**config.mk**
```make
export PLATFORM = sky130hd
export DESIGN_NAME = ram_1r1w_sched
export DESIGN_NICKNAME = d
export VERILOG_FILES = /design/src/rtl/ram_sched_pkg.sv /design/src/rtl/rr_arbiter.sv /design/src/rtl/ram_1r1w_sched.sv
export SDC_FILE = /design/constraint.sdc
export NUM_CORES = 1
export LEC_CHECK = 0
export BUFFER_PORTS_ARGS = -buffer_cell sky130_fd_sc_hd__buf_2
export CELL_PAD_IN_SITES_DETAIL_PLACEMENT = 1
export CELL_PAD_IN_SITES_GLOBAL_PLACEMENT = 2
export CORE_ASPECT_RATIO = 1.1
export CORE_MARGIN = 10
export CORE_UTILIZATION = 22
export DETAILED_ROUTE_END_ITERATION = 6
export HOLD_SLACK_MARGIN = 0.02
export MAX_ROUTING_LAYER = met4
export PLACE_DENSITY_LB_ADDON = 0.3
export SLEW_MARGIN = 10
export SYNTH_ARGS = -nofsm -noshare
export SYNTH_HDL_FRONTEND = slang
export SYNTH_SLANG_ARGS = --single-unit
```
**constraint.sdc**
```tcl
create_clock -name clk -period 5.84 [get_ports clk]
set_input_delay 0 -clock clk [delete_from_list [all_inputs] [get_ports clk]]
set_output_delay 0 -clock clk [all_outputs]
set_load 0.01 [all_outputs]
```
**src/rtl/ram_sched_pkg.sv**
```systemverilog
// Shared helpers for the 1R1W RAM scheduler: index width, legal parameter ranges
// and packed-slice macros.
`ifndef RAM_SCHED_PKG_SV
`define RAM_SCHED_PKG_SV

// Slice requester i out of a flat vector of W-bit fields.
`define RS_SLICE(vec, i, w) vec[(i)*(w) +: (w)]

package ram_sched_pkg;

    localparam int RS_LAT_MIN  = 0;
    localparam int RS_LAT_MAX  = 1;
    localparam int RS_NREQ_MIN = 2;
    localparam int RS_NREQ_MAX = 8;

    // Index width for n requesters, never narrower than one bit.
    function automatic int idx_w(input int n);
        return (n > 1) ? $clog2(n) : 1;
    endfunction

endpackage

`endif

```
**src/rtl/rr_arbiter.sv**
```systemverilog
// Round-robin arbiter: combinational one-hot grant searched from a registered
// pointer, which moves to one past the winner after each grant.
module rr_arbiter
    import ram_sched_pkg::*;
#(
    parameter int NREQ = 4,
    parameter int IW   = idx_w(NREQ)
) (
    input  logic            clk,
    input  logic            rst,
    input  logic [NREQ-1:0] i_req,
    output logic [NREQ-1:0] o_gnt,
    output logic [IW-1:0]   o_gnt_idx,
    output logic            o_gnt_any
);

    logic [IW-1:0] r_ptr;
    logic [IW:0]   w_sum;
    logic [IW-1:0] w_idx;

    always_comb begin
        o_gnt     = '0;
        o_gnt_idx = '0;
        o_gnt_any = 1'b0;
        w_sum     = '0;
        w_idx     = '0;
        for (int off = 0; off < NREQ; off++) begin
            // Explicit wrap so non-power-of-two NREQ never visits unused indices.
            w_sum = {1'b0, r_ptr} + (IW+1)'(off);
            if (w_sum >= (IW+1)'(NREQ)) begin
                w_sum = w_sum - (IW+1)'(NREQ);
            end
            w_idx = w_sum[IW-1:0];
            if (!o_gnt_any && i_req[w_idx]) begin
                o_gnt_any     = 1'b1;
                o_gnt[w_idx]  = 1'b1;
                o_gnt_idx     = w_idx;
            end
        end
        if (rst) begin
            o_gnt     = '0;
            o_gnt_idx = '0;
            o_gnt_any = 1'b0;
        end
    end

    always_ff @(posedge clk) begin
        if (rst) begin
            r_ptr <= '0;
        end else if (o_gnt_any) begin
            r_ptr <= (o_gnt_idx == IW'(NREQ-1)) ? '0 : o_gnt_idx + 1'b1;
        end
    end

endmodule

```
**src/rtl/ram_1r1w_sched.sv**
```systemverilog
// Shares one 1R1W RAM between NREQ writers and NREQ readers, routing read data
// back to the granted reader. Optional same-address write bypass: RAM_SCHED_WR_BYPASS_EN.
module ram_1r1w_sched
    import ram_sched_pkg::*;
#(
    parameter int NREQ    = 4,
    parameter int DW      = 8,
    parameter int AW      = 10,
    parameter int LATENCY = 1
) (
    input  logic              clk,
    input  logic              rst,
    input  logic [NREQ-1:0]   wr_req,
    input  logic [NREQ*AW-1:0] wr_addr,
    input  logic [NREQ*DW-1:0] wr_data,
    output logic [NREQ-1:0]   wr_gnt,
    input  logic [NREQ-1:0]   rd_req,
    input  logic [NREQ*AW-1:0] rd_addr,
    output logic [NREQ-1:0]   rd_gnt,
    output logic [NREQ-1:0]   rd_vld,
    output logic [DW-1:0]     rd_data,
    output logic              ram_wr,
    output logic [AW-1:0]     ram_waddr,
    output logic [DW-1:0]     ram_wdata,
    output logic              ram_rd,
    output logic [AW-1:0]     ram_raddr,
    input  logic [DW-1:0]     ram_rdata
);

    localparam int IW = idx_w(NREQ);

    logic [IW-1:0] w_wr_idx;
    logic [IW-1:0] w_rd_idx;
    logic          w_wr_any;
    logic          w_rd_any;

    generate
        if (LATENCY < RS_LAT_MIN || LATENCY > RS_LAT_MAX) begin : g_bad_latency
            $error("ram_1r1w_sched: LATENCY must be 0 or 1");
        end
        if (NREQ < RS_NREQ_MIN || NREQ > RS_NREQ_MAX) begin : g_bad_nreq
            $error("ram_1r1w_sched: NREQ must be 2..8");
        end
    endgenerate

    rr_arbiter #(.NREQ(NREQ), .IW(IW)) u_wr_arb (
        .clk       (clk),
        .rst       (rst),
        .i_req     (wr_req),
        .o_gnt     (wr_gnt),
        .o_gnt_idx (w_wr_idx),
        .o_gnt_any (w_wr_any)
    );

    rr_arbiter #(.NREQ(NREQ), .IW(IW)) u_rd_arb (
        .clk       (clk),
        .rst       (rst),
        .i_req     (rd_req),
        .o_gnt     (rd_gnt),
        .o_gnt_idx (w_rd_idx),
        .o_gnt_any (w_rd_any)
    );

    assign ram_wr    = w_wr_any;
    assign ram_waddr = w_wr_any ? `RS_SLICE(wr_addr, w_wr_idx, AW) : '0;
    assign ram_wdata = w_wr_any ? `RS_SLICE(wr_data, w_wr_idx, DW) : '0;
    assign ram_rd    = w_rd_any;
    assign ram_raddr = w_rd_any ? `RS_SLICE(rd_addr, w_rd_idx, AW) : '0;

`ifdef RAM_SCHED_WR_BYPASS_EN
    logic w_byp_hit;
    assign w_byp_hit = w_wr_any && w_rd_any && (ram_waddr == ram_raddr);
`endif

    generate
        if (LATENCY == 1) begin : g_lat1
            logic          r_rd_vld;
            logic [IW-1:0] r_rd_idx;

            always_ff @(posedge clk) begin
                if (rst) begin
                    r_rd_vld <= 1'b0;
                    r_rd_idx <= '0;
                end else begin
                    r_rd_vld <= w_rd_any;
                    r_rd_idx <= w_rd_idx;
                end
            end

            for (genvar gi = 0; gi < NREQ; gi++) begin : g_vld
                assign rd_vld[gi] = r_rd_vld && (r_rd_idx == IW'(gi));
            end

`ifdef RAM_SCHED_WR_BYPASS_EN
            logic          r_byp_hit;
            logic [DW-1:0] r_byp_data;

            // The RAM returns the old word in the return cycle; substitute the captured write.
            always_ff @(posedge clk) begin
                if (rst) begin
                    r_byp_hit  <= 1'b0;
                    r_byp_data <= '0;
                end else begin
                    r_byp_hit  <= w_byp_hit;
                    r_byp_data <= ram_wdata;
                end
            end
            assign rd_data = r_byp_hit ? r_byp_data : ram_rdata;
`else
            assign rd_data = ram_rdata;
`endif
        end else begin : g_lat0
            assign rd_vld = rd_gnt;
`ifdef RAM_SCHED_WR_BYPASS_EN
            assign rd_data = w_byp_hit ? ram_wdata : ram_rdata;
`else
            assign rd_data = ram_rdata;
`endif
        end
    endgenerate

endmodule

```
Word-level counts from Yosys, hierarchy flattened

Index checks and enable logic that the tools add are counted.

Input port bits: 130
Bits in writable memories: 0
Register bits: 7
ROM bits: 0
Output and inout port bits: 50
Memories: 0
Latch bits: 0
Word-level logic and storage cells: 160

Multipliers: 2
Shifts and indexed selects: 3
Equal/unequal tests: 5
Add/sub/neg operators: 16
$lt $le $gt $ge: 24
Mux-type cells: 75
Reductions and logical operators: 25
Divide/modulo/power cells: 0
Bitwise logic cells: 6

Operator list:

| operator                                                                             | number |
|---|---|
| 40-bit by 7-bit indexed part select with 10-bit output                               | 2 |
| 2-bit 2-to-1 mux                                                                     | 20 |
| 4-bit 2-to-1 mux                                                                     | 10 |
| 32-bit by 6-bit indexed part select with 8-bit output                                | 1 |
| 1-bit 2-to-1 mux                                                                     | 26 |
| 2-bit by 3-bit less-than comparator with 1-bit output (second input constant)        | 8 |
| 4-bit OR                                                                             | 6 |
| 10-bit 2-to-1 mux                                                                    | 2 |
| 3-bit greater-or-equal comparator (second input constant)                            | 6 |
| 1-bit logical AND                                                                    | 18 |
| 1-bit binary-select mux with 2-bit select                                            | 8 |
| 1-bit demux with 2-bit select                                                        | 8 |
| 2-bit by 1-bit greater-or-equal comparator with 1-bit output (second input constant) | 8 |
| 2-bit by 1-bit subtractor with 2-bit output (second input constant)                  | 8 |
| 2-bit by 2-bit adder with 3-bit output (second input constant)                       | 4 |
| 2-bit by 3-bit multiplier with 5-bit output (second input constant)                  | 2 |
| 2-bit == test (second input constant)                                                | 4 |
| 8-bit 2-to-1 mux                                                                     | 1 |
| 2-bit by 1-bit adder with 3-bit output (second input constant)                       | 2 |
| 2-bit by 3-bit greater-or-equal comparator with 1-bit output (second input constant) | 2 |
| 1-bit logical NOT                                                                    | 6 |
| 2-bit by 1-bit adder with 2-bit output (second input constant)                       | 2 |
| 2-bit by 1-bit == test with 1-bit output (second input constant)                     | 1 |
| 2-bit logical NOT                                                                    | 1 |

Longest topological paths before layout

Word-level depth: 18
Gate-level depth with buffers: 12
Depth with buffers taken out: 10

By module

Synthesis repeated with hierarchy kept, for this count alone.

Cells, all modules: 262
Area total of the unflattened synthesis: 2267.2 µm²

Modules (own cells, without submodules):

| module                | cells an instance | area each (µm²) | seq. area each (µm²) | instances |
|---|---|---|---|---|
| ram_1r1w_sched        | 118               | 1043.5          | 60.1                 | 1 |
| rr_arbiter (u_wr_arb) | 73                | 656.9           | 40.0                 | 1 |
| rr_arbiter (u_rd_arb) | 71                | 566.8           | 40.0                 | 1 |

Least setup slack after synthesis

No wires, ideal clock.

Path kind: reg-to-reg
From: register u_rd_arb.r_ptr[0]
To: register u_rd_arb.r_ptr[1]
Clock period less this slack: 2.591 ns
Path slack: 3.249 ns
Required time: 5.712 ns
Setup time: 0.128 ns
Cell stages (with the launch flop): 12
Buffers on the path: 1
Arrival time: 2.463 ns
Cells stage by stage: dfxtp_1 > buf_2 > inv_2 > ha_1 > mux4_2 > nor2b_2 > o21ai_1 > o21ai_1 > nor2b_1 > ha_1 > a21oi_1 > nor2_1

Longest elaborated chain between the ends: 17
Elaborated cells between the ends (all ways): 42
Classes of those cells: add/sub (8); order compare (4); eq/ne (1); mux (23); reduce/logical (6)

RTL lines:

| element                                                                         | RTL line         | text |
|---|---|---|
| from (decl)                                                                     | rr_arbiter.sv:17 | `logic [IW-1:0] r_ptr;` |
| from (signal assigned)                                                          | rr_arbiter.sv:51 | `r_ptr <= (o_gnt_idx == IW'(NREQ-1)) ? '0 : o_gnt_idx + 1'b1;` |
| branches (longest 13 deep; another with 2-bit by 1-bit adder with 3-bit output) | -                |  |
| 2-bit 2-to-1 mux *                                                              | rr_arbiter.sv:34 | `if (!o_gnt_any && i_req[w_idx]) begin` |
| 2-bit 2-to-1 mux *                                                              | rr_arbiter.sv:40 | `if (rst) begin` |
| via u_rd_arb.o_gnt_idx[0]                                                       | rr_arbiter.sv:13 | `output logic [IW-1:0] o_gnt_idx,` |
| 2-bit by 1-bit adder with 2-bit output / 2-bit == test (equally long branches)  | rr_arbiter.sv:51 |  |
| 2-bit 2-to-1 mux *                                                              | rr_arbiter.sv:51 |  |

Mark *: on every way through the listed nets, which the timed path passes. The select of a mux whose other input is x is not followed.
A chain may end at the register's enable or synchronous reset.

Final worst setup path

From: register u_wr_arb.r_ptr[0]
To: output port ram_waddr[2]

Longest elaborated chain between the ends: 18
Elaborated cells between the ends (all ways): 42
Classes of those cells: add/sub (7); mul (1); order compare (4); shift (1); mux (23); reduce/logical (6)

RTL lines:

| element                                                                         | RTL line             | text |
|---|---|---|
| from (decl)                                                                     | rr_arbiter.sv:17     |  |
| from (signal assigned)                                                          | rr_arbiter.sv:51     |  |
| branches (longest 17 deep; another with 2-bit by 1-bit adder with 3-bit output) | -                    |  |
| 10-bit 2-to-1 mux *                                                             | ram_1r1w_sched.sv:65 | `` assign ram_waddr = w_wr_any ? `RS_SLICE(wr_addr, w_wr_idx, AW) : '0; `` |
| to (decl)                                                                       | ram_1r1w_sched.sv:23 | `output logic [AW-1:0] ram_waddr,` |

Mark *: on every way between the ends. The select of a mux whose other input is x is not followed.

==> qor.yml <==
status: "complete, no violations"
critPathMaxStageDelay_ps: 910
fin_setup_tns_ps: 0
grt_max_degree: 39
clockBufferDepth: 2
clock.fmax_mhz: 239.7
synth.cell_area_sq_mm: 0.002270
dp_hpwl_microns: 7900
synth-edff-count: 0
finalHoldViolCount: 0
numCtsBuffers: 3
cellLeakagePower_uw: 0.001455
irDropWorstVdd_mv: 0.1582
hold_slack_ps: 189.0
die_w_microns: 116.8
ys_warn_count: 0
gr-total-overflow: 0
rsz0062_at_grt: "false"
ys_ff_latch: 7
clock_skew_ps: 0.2840
port_buffers: 163
min_period_over_period_pct: 71.42
hold_path_class: "primary input to flip-flop"
rr_worst_depth: 8
drive_gt1_share_pct: 51.57
drc: 0
r2r_start: "u_wr_arb.r_ptr[0]"
ys_types: 55
dr.pass1.iters: 4
cp_data_arrival_time_ps: 4170
num_antenna_cells: 0
netlist_instances: 269
syn2layout_area_growth_pct: 38.81
cap_violations: 0
worst-setup-path-type: "flip-flop to output port"
cts_setup_buffers: 0
r2r_setup_slack_ps: 1970
worst_slew_pin_slew_ps: 1148
routed_wl_microns: 9681
synthesis.nets: 416
cts.sinks: 7
nets: 563
clk_pin_slew_ps: 40
wl_per_cell_microns: 18.10
crit_path_start: "u_wr_arb.r_ptr[0]"
end_kind: "output port"
first_global_vias: 2858
setup_violations: 0
drt-initial-drc-count: 157
ys_seq_area_share_pct: 6.174
syn_avg_cell_area_sq_um: 8.437
via_per_inst: 5.131
ys_async_sr_fraction_pct: 0
start_util_pct: 22.73
crit_slowest_cell: "o2bb2ai_4"
cts_root_buf: "clkbuf_8"
die_area_sq_mm: 0.01478
ctsResizeCount: 0
die_y_microns: 126.5
grtUsageTotal_pct: 12.21
rr_endpoint: "u_wr_arb.r_ptr[1]"
core_sq_mm: 0.009985
fin_area_sq_mm: 0.003151
htree_levels: 1
ctsHoldBuffers: 8
crit_required_ps: 5840
post_dp_cell_area_sq_mm: 0.003025
cp_max_fo: 38
ant_nets: 0
gp_congestion: 0.8218
start_kind: "flip-flop"
cts_tree: "yes"
drv_slew: 0
io_pins: 180
powerDensity_mw_per_mm2: 486.5
crit_chain: "inv_1 > ha_1 > mux4_2 > nor2b_4 > nor2_2 > o2bb2ai_4 > a221oi_1 > a21oi_1 > buf_2"
period_minus_slack_ps: 4171
antenna_found_initial: 0
grt_pass1_wl_microns: 14750
cp-endpoint: "ram_waddr[2]"
clk_latency_ps: 220
num_rows: 38
relSlewSlack_pct: 23.33
ys.flop_type: "dfxtp_1"
vias: 2745
-- placed cells by master (no fill, tap or decap), types with 2 or more instances in the layout --
master,instances
a211oi_2,2
a21oi_1,19
a21oi_2,10
a221o_1,4
a221oi_1,11
a221oi_2,12
a22oi_1,42
a311oi_2,2
a32oi_1,2
buf_2,163
buf_4,4
clkbuf_8,3
dfxtp_1,7
dlygate4sd3_1,8
ha_1,17
inv_1,5
mux2i_1,16
mux4_2,2
nand2_1,11
nand2b_1,2
nand4_1,2
nor2_1,22
nor2_2,2
nor2b_1,4
nor3_1,2
o21ai_0,7
o21ai_1,3
o21ba_2,2
o22ai_1,2
o31ai_1,2
or2_2,3
-- registers in the layout, indices dropped and copies added (netlist names) --
signal and flops:
g_lat1.r_rd_vld 1, u_wr_arb.r_ptr 2, u_rd_arb.r_ptr 2, g_lat1.r_rd_idx 2
-- stage by stage --
stage / instances / utilization [%] / setup slack, ps / total power, uW
6_report: 535 / 31.55 / 1669 / 1533
5_1_grt: 535 / 31.55 / 1289 / 1706
4_1_cts: 535 / 31.55 / 1600 / 1572
3_5_place_dp: 523 / 30.30 / 1853 / 1494
3_3_place_gp: 523 / 30.30 / 1986 / 1475
2_1_floorplan: 269 / - / 3249 / 1148
-- cells in the mapped netlist (3+ instances only) --
master / instances / area (sq um)
a21oi_1: 19 / 95.09
a21oi_2: 10 / 87.58
a221o_1: 4 / 40.04
a221oi_1: 11 / 96.34
a221oi_2: 12 / 180.2
a22oi_1: 42 / 315.3
buf_2: 9 / 45.04
buf_4: 9 / 67.56
buf_6: 8 / 90.09
clkbuf_1: 4 / 15.01
dfxtp_1: 7 / 140.1
ha_1: 17 / 212.7
inv_1: 5 / 18.77
mux2i_1: 16 / 160.2
nand2_1: 11 / 41.29
nor2_1: 22 / 82.58
nor2b_1: 4 / 25.02
o21ai_0: 7 / 35.03
o21ai_1: 3 / 15.01
or2_2: 3 / 18.77
-- how the worst min path moves through the flow --
stage,start,depth (start not counted),slack (ps),end
3_3_place_gp,ram_rdata[4],0,0.07,rd_data[4]
4_1_cts,rd_req[3],3,200,g_lat1.r_rd_vld
2_1_floorplan,ram_rdata[0],1,90,rd_data[0]
3_5_place_dp,ram_rdata[4],0,0.07,rd_data[4]
5_1_grt,rd_req[3],3,220,g_lat1.r_rd_vld
6_report,rd_req[3],3,190,g_lat1.r_rd_vld
-- metal layers --
layer	GRT usage (%)	routed length (microns)	vias to the layer above
li1	-	-	1357
met1	13.27	3754	1279
met2	22.72	5112	105
met3	2.782	793	4
met4	0.8734	21	0
met5	-	0	-
-- logic make-up after synthesis --
family | share of synthesized area, %
AOI/OAI and AO/OA | 46.80
xor gates and xnor gates | 0.3860
muxes | 11.80
buffers and inverters | 12.68
DFF | 6.174
adders and majority gates | 9.371
and+or+nand+nor | 12.79
-- worst max-delay path: cells and delay by family, from the launching register on --
kind,cells,cell delay [ps]
simple gates,2,270
flops,1,700
buf+inv,2,450
mux,1,650
fa+ha+maj,1,630
compound gates,3,1210
-- report_power, final --
| group | internal (uW) | leakage [uW] | switching [uW] |
|---|---|---|---|
| registers | 66.7 | 0.0000582 | 51.1 |
| logic | 581 | 0.00137 | 768 |
| clock network | 47.0 | 0.0000228 | 18.8 |
| total | 695 | 0.00146 | 838 |
-- final cells by class --
type / count / area [sq um]
Clock buffer: 4 / 45.04
Fill cell: 1252 / 6834
Inverter: 6 / 22.52
Multi-Input combinational cell: 223 / 1867
Sequential cell: 7 / 140.1
Tap cell: 120 / 150.1
Timing Repair Buffer: 175 / 925.9
(Power assumes the default switching activity.)
